## src/rtl/aes_pkg.sv

```systemverilog
// Shared types and helpers for the AES job sequencer: FSM/mode encodings, config payload, round lookup.
package aes_pkg;

    localparam int unsigned HCNT_W = 4;

    typedef enum logic [2:0] {
        ST_IDLE       = 3'd0,
        ST_INV_TRANS  = 3'd1,
        ST_KEY_EXPAND = 3'd2,
        ST_WAIT_IN    = 3'd3,
        ST_ROUNDS     = 3'd4,
        ST_WAIT_OUT   = 3'd5
    } state_e;

    typedef enum logic [1:0] {
        MODE_ECB  = 2'd0,
        MODE_CBC  = 2'd1,
        MODE_CTR  = 2'd2,
        MODE_RSVD = 2'd3
    } mode_e;

    localparam logic [1:0] NK_128 = 2'd0;
    localparam logic [1:0] NK_192 = 2'd1;
    localparam logic [1:0] NK_256 = 2'd2;

    typedef struct packed {
        logic [1:0] nk;
        logic       inv;
        mode_e      mode;
    } cfg_t;

    // Number of full rounds for a key size; encodings 2 and 3 both mean AES-256.
    function automatic logic [HCNT_W-1:0] nr_of(input logic [1:0] nk);
        if (nk >= NK_256) return 4'd14;
        if (nk == NK_192) return 4'd12;
        return 4'd10;
    endfunction

    // CTR always runs the cipher forward, so the inverse flag only matters otherwise.
    function automatic logic eff_inv_of(input cfg_t c);
        return c.inv & (c.mode != MODE_CTR);
    endfunction

endpackage

```

## src/rtl/aes_round_counter.sv

```systemverilog
// Round (hcnt) and in-round cycle (lcnt) counter; round 0 lasts one cycle, later rounds ROUND_CYCLES.
module aes_round_counter
    import aes_pkg::*;
#(
    parameter int unsigned ROUND_CYCLES = 8,
    parameter int unsigned LCNT_W       = 3
) (
    input  logic              clk,
    input  logic              rst_n,
    input  logic              clear,
    input  logic              run,
    input  logic [HCNT_W-1:0] nr,
    output logic [HCNT_W-1:0] hcnt,
    output logic [HCNT_W-1:0] hcnt_nxt_c,
    output logic [LCNT_W-1:0] lcnt_nxt_c,
    output logic              last_c
);

    logic [LCNT_W-1:0] lcnt_q;
    logic              lcnt_wrap;

    assign lcnt_wrap = (lcnt_q == LCNT_W'(ROUND_CYCLES - 1));
    assign last_c    = (hcnt == nr) && lcnt_wrap;

    always_comb begin
        hcnt_nxt_c = hcnt;
        lcnt_nxt_c = lcnt_q;
        if (clear) begin
            hcnt_nxt_c = '0;
            lcnt_nxt_c = '0;
        end else if (run) begin
            if (hcnt == '0 || lcnt_wrap) begin
                hcnt_nxt_c = hcnt + HCNT_W'(1);
                lcnt_nxt_c = '0;
            end else begin
                lcnt_nxt_c = lcnt_q + LCNT_W'(1);
            end
        end
    end

    always_ff @(posedge clk or negedge rst_n) begin
        if (!rst_n) begin
            hcnt   <= '0;
            lcnt_q <= '0;
        end else begin
            hcnt   <= hcnt_nxt_c;
            lcnt_q <= lcnt_nxt_c;
        end
    end

endmodule

```

## src/rtl/aes_job_sequencer.sv

```systemverilog
// AES job sequencer: key expansion, round-key direction changes and multi-block ECB/CBC/CTR jobs
// with valid/ready handshakes toward the round datapath.
module aes_job_sequencer
    import aes_pkg::*;
#(
    parameter int unsigned ROUND_CYCLES = 8,
    parameter int unsigned INV_CYCLES   = 2,
    parameter int unsigned KE_LAT       = 2,
    parameter int unsigned KE_LAT_INV   = 3,
    parameter int unsigned BLK_W        = 16
) (
    input  logic             clk,
    input  logic             rst_n,
    input  logic             cfg_valid,
    input  logic [1:0]       cfg_nk,
    input  logic             cfg_inv,
    input  logic [1:0]       cfg_mode,
    input  logic             ke_req,
    input  logic             ke_last,
    input  logic             job_start,
    input  logic [BLK_W-1:0] job_blocks,
    input  logic             abort,
    input  logic             in_valid,
    output logic             in_ready,
    output logic             out_valid,
    input  logic             out_ready,
    output logic [2:0]       state,
    output logic             key_ready,
    output logic             job_done,
    output logic             job_err,
    output logic [3:0]       round_idx,
    output logic             rkd_inv_flag,
    output logic             rkd_shift,
    output logic             ie_load,
    output logic             ie_last_round,
    output logic             chain_xor_in,
    output logic             chain_xor_out,
    output logic             ctr_inc
);

    localparam int unsigned LCNT_W = $clog2(ROUND_CYCLES);
    localparam int unsigned DCNT_W = 4;

    state_e             state_q, state_d;
    cfg_t               cfg_q, cfg_d, cfg_new;
    logic [BLK_W-1:0]   blocks_left_q, blocks_left_d;
    logic [DCNT_W-1:0]  dcnt_q, dcnt_d, ke_lat;
    logic               ke_pend_q, ke_pend_d;
    logic               key_ready_d, rkd_inv_flag_d, rkd_shift_d, job_done_d, job_err_d, ctr_inc_d;
    logic               in_ready_d, out_valid_d, ie_load_d, ie_last_round_d;
    logic               chain_xor_in_d, chain_xor_out_d, job_active;
    logic               eff_inv, in_acc, out_acc, job_state;
    logic               cnt_clear, cnt_run, cnt_last;
    logic [HCNT_W-1:0]  nr, hcnt, hcnt_nxt;
    logic [LCNT_W-1:0]  lcnt_nxt;

    assign cfg_new   = '{nk: cfg_nk, inv: cfg_inv, mode: mode_e'(cfg_mode)};
    assign eff_inv   = eff_inv_of(cfg_q);
    assign nr        = nr_of(cfg_q.nk);
    assign ke_lat    = eff_inv ? DCNT_W'(KE_LAT_INV) : DCNT_W'(KE_LAT);
    assign in_acc    = in_valid & in_ready;
    assign out_acc   = out_valid & out_ready;
    assign job_state = (state_q == ST_WAIT_IN) || (state_q == ST_ROUNDS) || (state_q == ST_WAIT_OUT);
    assign state     = state_q;
    assign round_idx = hcnt;

    // Counter controls depend only on registered state and inputs, keeping the next-state logic acyclic.
    assign cnt_clear = (job_state && abort) || (state_q == ST_WAIT_IN && in_acc);
    assign cnt_run   = (state_q == ST_ROUNDS) && !abort && !cnt_last;

    aes_round_counter #(
        .ROUND_CYCLES (ROUND_CYCLES),
        .LCNT_W       (LCNT_W)
    ) u_round_counter (
        .clk        (clk),
        .rst_n      (rst_n),
        .clear      (cnt_clear),
        .run        (cnt_run),
        .nr         (nr),
        .hcnt       (hcnt),
        .hcnt_nxt_c (hcnt_nxt),
        .lcnt_nxt_c (lcnt_nxt),
        .last_c     (cnt_last)
    );

    always_comb begin
        state_d         = state_q;
        cfg_d           = cfg_q;
        blocks_left_d   = blocks_left_q;
        dcnt_d          = dcnt_q;
        ke_pend_d       = ke_pend_q;
        key_ready_d     = key_ready;
        rkd_inv_flag_d  = rkd_inv_flag;
        rkd_shift_d     = 1'b0;
        job_done_d      = 1'b0;
        job_err_d       = 1'b0;
        ctr_inc_d       = 1'b0;
        job_active      = 1'b0;

        case (state_q)
            ST_IDLE: begin
                if (cfg_valid) begin
                    cfg_d = cfg_new;
                    if (cfg_new.nk != cfg_q.nk) key_ready_d = 1'b0;
                end
                if (cfg_valid && (eff_inv_of(cfg_new) != eff_inv)) begin
                    state_d        = ST_INV_TRANS;
                    dcnt_d         = '0;
                    rkd_inv_flag_d = ~rkd_inv_flag;
                    rkd_shift_d    = 1'b1;
                end else if (ke_req) begin
                    state_d     = ST_KEY_EXPAND;
                    key_ready_d = 1'b0;
                    ke_pend_d   = 1'b0;
                end else if (job_start) begin
                    if (key_ready && job_blocks != '0) begin
                        state_d       = ST_WAIT_IN;
                        blocks_left_d = job_blocks;
                    end else begin
                        job_err_d = 1'b1;
                    end
                end
            end
            ST_INV_TRANS: begin
                if (dcnt_q >= DCNT_W'(INV_CYCLES - 1)) state_d = ST_IDLE;
                else                                   dcnt_d  = dcnt_q + DCNT_W'(1);
            end
            // ke_last starts the settle delay; the decrypt store also needs one advance afterwards.
            ST_KEY_EXPAND: begin
                if (!ke_pend_q) begin
                    if (ke_last) begin
                        ke_pend_d   = 1'b1;
                        dcnt_d      = DCNT_W'(1);
                        rkd_shift_d = eff_inv;
                    end
                end else if (dcnt_q >= ke_lat) begin
                    ke_pend_d   = 1'b0;
                    key_ready_d = 1'b1;
                    state_d     = ST_IDLE;
                end else begin
                    dcnt_d = dcnt_q + DCNT_W'(1);
                end
            end
            ST_WAIT_IN: begin
                if (abort) begin
                    state_d       = ST_IDLE;
                    blocks_left_d = '0;
                end else if (in_acc) begin
                    state_d   = ST_ROUNDS;
                    ctr_inc_d = (cfg_q.mode == MODE_CTR);
                end
            end
            ST_ROUNDS: begin
                if (abort) begin
                    state_d       = ST_IDLE;
                    blocks_left_d = '0;
                end else if (cnt_last) begin
                    state_d = ST_WAIT_OUT;
                end else begin
                    rkd_shift_d = (lcnt_nxt == LCNT_W'(2));
                end
            end
            ST_WAIT_OUT: begin
                if (abort) begin
                    state_d       = ST_IDLE;
                    blocks_left_d = '0;
                end else if (out_acc) begin
                    blocks_left_d = blocks_left_q - BLK_W'(1);
                    if (blocks_left_q == BLK_W'(1)) begin
                        state_d    = ST_IDLE;
                        job_done_d = 1'b1;
                    end else begin
                        state_d = ST_WAIT_IN;
                    end
                end
            end
            default: state_d = ST_IDLE;
        endcase

        job_active      = (state_d == ST_WAIT_IN) || (state_d == ST_ROUNDS) || (state_d == ST_WAIT_OUT);
        in_ready_d      = (state_d == ST_WAIT_IN);
        out_valid_d     = (state_d == ST_WAIT_OUT);
        ie_load_d       = (state_d != ST_ROUNDS);
        ie_last_round_d = (state_d == ST_ROUNDS) && (hcnt_nxt == nr);
        chain_xor_in_d  = job_active && (cfg_q.mode == MODE_CBC) && !eff_inv;
        chain_xor_out_d = job_active && ((cfg_q.mode == MODE_CTR) || ((cfg_q.mode == MODE_CBC) && eff_inv));
    end

    always_ff @(posedge clk or negedge rst_n) begin
        if (!rst_n) begin
            state_q       <= ST_IDLE;
            cfg_q         <= '{nk: NK_128, inv: 1'b0, mode: MODE_ECB};
            blocks_left_q <= '0;
            dcnt_q        <= '0;
            ke_pend_q     <= 1'b0;
            key_ready     <= 1'b0;
            rkd_inv_flag  <= 1'b0;
            rkd_shift     <= 1'b0;
            job_done      <= 1'b0;
            job_err       <= 1'b0;
            ctr_inc       <= 1'b0;
            in_ready      <= 1'b0;
            out_valid     <= 1'b0;
            ie_load       <= 1'b1;
            ie_last_round <= 1'b0;
            chain_xor_in  <= 1'b0;
            chain_xor_out <= 1'b0;
        end else begin
            state_q       <= state_d;
            cfg_q         <= cfg_d;
            blocks_left_q <= blocks_left_d;
            dcnt_q        <= dcnt_d;
            ke_pend_q     <= ke_pend_d;
            key_ready     <= key_ready_d;
            rkd_inv_flag  <= rkd_inv_flag_d;
            rkd_shift     <= rkd_shift_d;
            job_done      <= job_done_d;
            job_err       <= job_err_d;
            ctr_inc       <= ctr_inc_d;
            in_ready      <= in_ready_d;
            out_valid     <= out_valid_d;
            ie_load       <= ie_load_d;
            ie_last_round <= ie_last_round_d;
            chain_xor_in  <= chain_xor_in_d;
            chain_xor_out <= chain_xor_out_d;
        end
    end

endmodule

```

## config.mk

```make
export PLATFORM = sky130hd
export DESIGN_NAME = aes_job_sequencer
export DESIGN_NICKNAME = d
export VERILOG_FILES = /design/src/rtl/aes_pkg.sv /design/src/rtl/aes_round_counter.sv /design/src/rtl/aes_job_sequencer.sv
export SDC_FILE = /design/constraint.sdc
export NUM_CORES = 1
export LEC_CHECK = 0
export CAP_MARGIN = 20
export CORE_MARGIN = 5
export CORE_UTILIZATION = 60
export DETAILED_ROUTE_END_ITERATION = 12
export DONT_BUFFER_PORTS = 1
export PLACE_DENSITY = 0.76
export SYNTH_ARGS = -nofsm -noshare
export SYNTH_HDL_FRONTEND = slang
export SYNTH_HIERARCHICAL = 1
export SYNTH_SLANG_ARGS = --single-unit
```

## constraint.sdc

```tcl
create_clock -name clk -period 3.4 [get_ports clk]
set_input_delay 0.34 -clock clk [delete_from_list [all_inputs] [get_ports clk]]
set_output_delay 0.34 -clock clk [all_outputs]
set_load 0.02 [all_outputs]
```

-- Word-level counts from Yosys, hierarchy flattened
Index checks and enable logic that the tools add are counted.
- add/subtract/negate cells: 4
- magnitude comparators: 3
- equality and inequality tests: 34
- muxes and demuxes: 74
- bitwise gates (word level): 5
- reduce and logical (&&, ||, !) cells: 35
- operators by type and width (cell ; number):
    16-bit 2-to-1 mux ; 7
    3-bit 2-to-1 mux ; 16
    4-bit 2-to-1 mux ; 12
    16-bit case mux with 3 select lines ; 1
    1-bit 2-to-1 mux ; 32
    2-bit inequality test, second input constant ; 11
    3-bit case mux with 6 select lines ; 1
    16-bit by 1-bit == test with 1-bit output, second input constant ; 1
    16-bit nonzero test ; 1
    16-bit by 1-bit subtractor with 16-bit output, second input constant ; 1
    3-bit == test, second input constant ; 5
    3-bit by 2-bit == test with 1-bit output, second input constant ; 4
    1-bit logical AND ; 12
    3-bit inequality test, second input constant ; 4
    4-bit case mux with 3 select lines ; 1
    4-bit by 1-bit adder with 4-bit output, second input constant ; 2
    4-bit == test ; 2
    1-bit logical OR ; 7
    7-bit AND reduction ; 1
    3-bit AND reduction ; 2
    3-bit nonzero test ; 2
    5-bit AND reduction ; 1
    1-bit bitwise AND ; 4
    2-bit by 1-bit == test with 1-bit output, second input constant ; 2
    other kinds (19) ; 23
- bits in registers: 48

-- Longest topological paths before layout
- word-level depth: 15
- depth in mapped cells: 13

-- Cells and area by module
Netlist, hierarchy kept.
- modules (own cells, without submodules) (module ; times used ; cells an instance ; area each (um^2) ; seq. area each (um^2)):
    aes_job_sequencer ; 1 ; 276 ; 2462.4 ; 1027.2
    aes_round_counter ; 1 ; 46 ; 455.4 ; 175.2

-- Worst setup path before layout
OpenSTA, ideal clock, no wires.
- path type: reg2reg
- start: reg state_q[1] (netlist: state[1])
- end: reg ie_last_round
- library setup time: 0.095 ns
- arrival time: 2.907 ns
- path slack: 0.398 ns
- cell stages (with the launch flop): 12
- period minus slack after synthesis: 3.002 ns
- path through: dfrtp_1 -> nand2b_1 -> a21boi_1 -> clkbuf_1 -> o21ai_0 -> buf_1 -> nand2b_1 -> mux2i_1 -> or3b_2 -> a21oi_1 -> a31oi_1 -> nor4b_2
- word-level cells in the longest chain between the ends: 8
- elaborated cells on any way between the ends: 32
- classes of those cells: eq/ne (7); mux (16); reduce/logical (9)
- RTL lines (item ; RTL line ; RTL):
    from (decl) ; aes_job_sequencer.sv:44 ; state_e state_q, state_d;
    from (signal assigned) ; aes_job_sequencer.sv:209 ; state_q <= state_d;
    3-bit by 2-bit == test with 1-bit output or 3-bit == test (tied branches) ; aes_job_sequencer.sv:63, aes_job_sequencer.sv:68 ;
    1-bit logical OR (2 in series) ; aes_job_sequencer.sv:63 ; assign job_state = (state_q == ST_WAIT_IN) || (state_q == ST_ROUNDS) || (state_q == ST_WAIT_OUT);
    1-bit logical AND ; aes_job_sequencer.sv:68 ; assign cnt_clear = (job_state && abort) || (state_q == ST_WAIT_IN && in_acc);
    1-bit logical OR (*) ; aes_job_sequencer.sv:68 ;
    named net cnt_clear ; aes_job_sequencer.sv:53 ; logic cnt_clear, cnt_run, cnt_last;
    4-bit 2-to-1 mux (*) ; aes_round_counter.sv:28 ; if (clear) begin
    named net hcnt_nxt[1] ; aes_job_sequencer.sv:54 ; logic [HCNT_W-1:0] nr, hcnt, hcnt_nxt;
    4-bit == test (*) ; aes_job_sequencer.sv:184 ; ie_last_round_d = (state_d == ST_ROUNDS) && (hcnt_nxt == nr);
    1-bit logical AND (*) ; aes_job_sequencer.sv:184 ;
    named net ie_last_round_d ; aes_job_sequencer.sv:50 ; logic in_ready_d, out_valid_d, ie_load_d, ie_last_round_d;
    to (signal assigned) ; aes_job_sequencer.sv:223 ; ie_last_round <= ie_last_round_d;
    to (decl) ; aes_job_sequencer.sv:35 ; output logic ie_last_round,
Mark *: on every way through the listed nets, which the timed path passes. The rest lies on a longest branch.
A chain may end at the register's enable or synchronous reset.

-- Final worst setup path
- start: reg u_round_counter.lcnt_q[0]
- end: reg ie_last_round
- word-level cells in the longest chain between the ends: 8
- elaborated cells on any way between the ends: 14
- classes of those cells: eq/ne (3); mux (6); reduce/logical (5)
- RTL lines (item ; RTL line ; RTL):
    from (decl) ; aes_round_counter.sv:19 ; logic [LCNT_W-1:0] lcnt_q;
    from (signal assigned) ; aes_round_counter.sv:47 ; lcnt_q <= lcnt_nxt_c;
    3-bit == test ; aes_round_counter.sv:22 ; assign lcnt_wrap = (lcnt_q == LCNT_W'(ROUND_CYCLES - 1));
    1-bit logical AND ; aes_round_counter.sv:23 ; assign last_c = (hcnt == nr) && lcnt_wrap;
    named net cnt_last ; aes_job_sequencer.sv:53 ;
    1-bit logical NOT ; aes_job_sequencer.sv:69 ; assign cnt_run = (state_q == ST_ROUNDS) && !abort && !cnt_last;
    1-bit logical AND ; aes_job_sequencer.sv:69 ;
    named net cnt_run ; aes_job_sequencer.sv:53 ;
    4-bit 2-to-1 mux ; aes_round_counter.sv:31 ; end else if (run) begin
    4-bit 2-to-1 mux ; aes_round_counter.sv:28 ;
    named net hcnt_nxt[1] ; aes_job_sequencer.sv:54 ;
    4-bit == test ; aes_job_sequencer.sv:184 ;
    1-bit logical AND ; aes_job_sequencer.sv:184 ;
    named net ie_last_round_d ; aes_job_sequencer.sv:50 ;
The timed path passes the listed nets, and every way through them passes these cells.

==> run metrics <==
status=complete, no violations; largest net degree at the start of global routing=between 40 and 50; warnings from Yosys=6; Final nets=366; total global-route track usage=22.7%; sequential cell area=1200 um^2; period utilization=90.5%; Distinct cells, synth=58; layout cells sized above 1=11.0%; Worst Tran Pin Value=between 900 and 1000 ps; clock tree buffer depth=2; clk_lat worst skew=320 ps; Iteration-0 DRC Markers=226; r2r endpoint=ie_last_round$_DFF_PN0_; CTS Root Buffer Type=clkbuf_8; peak supply drop=437 uV; most frequent cells in the layout=dfrtp_1, o21ai_0, nor2_1; Req. time, crit path=3620 ps; top layer in use=met4; wl on met1=3030 um; final hold vios=0; area grow syn2layout=8.23%; Critical Path End=ie_last_round$_DFF_PN0_; vias in the first global route=2318; Worst Setup End Kind=flip-flop; Critical R2R Launch=u_round_counter/lcnt_q[0]$_DFF_PN0_; die area=6360 um^2; reg-to-reg setup timing slack=320 ps; TritonRoute pass-1 iters=4; arrival time at the worst endpoint=about 3300 ps; pwr dens=783 nW/um^2; Min-Delay Path Class=in -> reg; Die W=~80 um; fin. max-slew vios=0; Max-Cap Viols=0; Fmax=between 300 and 400 MHz; n_diodes=0; met2 wire length=about 3200 um; site row count=25; Vias/cell=6.22; Clock transition at path regs=100 ps; global placer's final weighted congestion=0.834; CP max FO=5; Via Count=approximately 2500; most common cell after layout, fill and taps aside=dfrtp_1; Max-slew headroom=39.1%; RSZ-0062 raised after global routing=false; final setup fails=0; grt ovf=0; FF-to-FF path depth=11; CTS Sinks=48; fillcell total=between 300 and 400; Tot Pwr=roughly 2.5 mW; hold path startpoint=abort; synthesized area per cell=9.06 um^2; number of gates resized after cts=0; Synth Instances=322; IO Pins=approximately 50; first-pass GRT wire length=11300 um; total negative slack=0 ps; register area share after synthesis=41.2%; initial antenna violation count=0; depth of the CTS H-tree=2; Vert. Die Dim=79.7 um; area occupied by multi-input gates=between 1500 and 2000 um^2; starting density of the core=roughly 60%; HPWL after DPL=4970 um; CTS buffer count=5; Lkg Pwr=1.37 nW; Synth Flop Type=dfrtp_1; Antenna Nets Post-Route=0; routed wl met3=just under 400 um; CTS tree=yes; min cycle time layout=3080 ps; Worst Setup SP=u_round_counter/lcnt_q[0]$_DFF_PN0_; Yosys top cell by area=dfrtp_1; FFs w/ async S/R, synth=100%; crit start category=flip-flop; Wirelength per Cell=17.2 um; type of the worst setup path=reg -> reg; Post-route DRC=0; core area=roughly 4700 um^2; Yosys top cell area share=40.3%; syn_nets=362; Port Buffers=0; Post-Route WL=6760 um; flop and latch count out of synthesis=48; EDFF count, synth=0; Post-Syn Area=2920 um^2; Final Skew=about 15 ps; Area contributors post-synth=dfrtp_1, o21ai_0, ha_1
how the worst min path moves through the flow:
stage                                              to  cells after the start
floorplan                blocks_left_q[0]$_DFFE_PN0P_                      0
global placement              ie_last_round$_DFF_PN0_                      0
detailed placement  u_round_counter/hcnt[3]$_DFF_PN0_                      0
CTS                                 ctr_inc$_DFF_PN0_                      1
global route                        ctr_inc$_DFF_PN0_                      1
finish                              ctr_inc$_DFF_PN0_                      1
stage by stage:
| step | area, um^2 | utilization, % | setup WS [ps] | hold WS, ps | instances |
|---|---|---|---|---|---|
| floorplan | 2920 | - | 398 | 44.4 | 322 |
| global placement | 3010 | 63.6 | 531 | 45.8 | 384 |
| detailed placement | 3010 | 63.6 | 375 | 46.0 | 384 |
| CTS | 3160 | 66.9 | 336 | 75.0 | 394 |
| global route | 3160 | 66.9 | 80.0 | 72.7 | 394 |
| finish | 3160 | 66.9 | 321 | 81.3 | 394 |
per-layer routing:
layer	global-route usage, %	vias to the layer above
met4	6.59	0
met5	0	-
met1	30.0	1178
met2	37.5	75
li1	-	1189
met3	4.97	9
cell usage after synthesis, drive strengths merged, types with 3 or more instances:
cell type,instances
nor3b,3
a211o,3
xnor2,5
nor4,11
a32oi,4
inv,18
ha,10
nand2,15
nor2b,6
a211oi,5
o21ai,35
mux2,6
a21oi,23
nor2,27
xor2,4
clkbuf,11
a31oi,4
dfrtp,47
and3,5
nand2b,10
nand4,3
nor3,13
o22a,3
or3,4
mux2i,3
nand3,7
a41oi,3
a22oi,6
sequential cells by signal (all words and copies together), names as in the netlist, 3 cells and up:
signal and cells:
blocks_left_q 16, cfg_q 5, dcnt_q 4, state 3
u_round_counter/hcnt 4, u_round_counter/lcnt_q 3
power by group:
| group | switching, mW | total, mW | internal, mW | leakage (nW) |
|---|---|---|---|---|
| clock network | 0.205 | 0.427 | 0.222 | 0.0548 |
| registers | 0.226 | 0.983 | 0.757 | 0.620 |
| logic | 0.626 | 1.06 | 0.436 | 0.698 |
repair_timing:
action	in CTS	in global routing
hold buffers	2	0
endpoints found under the hold margin	48	0
buffers inserted	0	0
logic make-up (layout without fill, tap and decap cells):
kind of cell / after synthesis / after routing / share of synthesized area, %
and+or+nand+nor: 114 / 114 / 21.9
AOI/OAI and AO/OA: 99 / 99 / 22.0
DFF: 48 / 48 / 41.2
buffers and inverters: 31 / 36 / 4.24
adders and majority gates: 10 / 10 / 4.29
xor gates and xnor gates: 9 / 9 / 2.70
muxes: 9 / 9 / 3.47
other: 2 / 2 / 0.257
cell type report:
cell class,instances,share of cell area [%]
Clock inverter,3,1.47
Multi-Input combinational cell,243,50.4
Tap cell,67,2.65
Clock buffer,5,2.18
Sequential cell,48,38.1
Inverter,18,2.14
Timing Repair Buffer,10,3.09
critical path, stage by stage, from the launching register on:
cell and delay, ps:
dfrtp_1 410, ha_1 220, ha_1 260, nand2_1 80
nor4_1 60, nor4_1 400, o21a_2 280, mux2i_1 320
or3b_2 470, a21oi_1 140, a31oi_1 70, nor4b_2 270
Power figures use the tool's default switching activity.
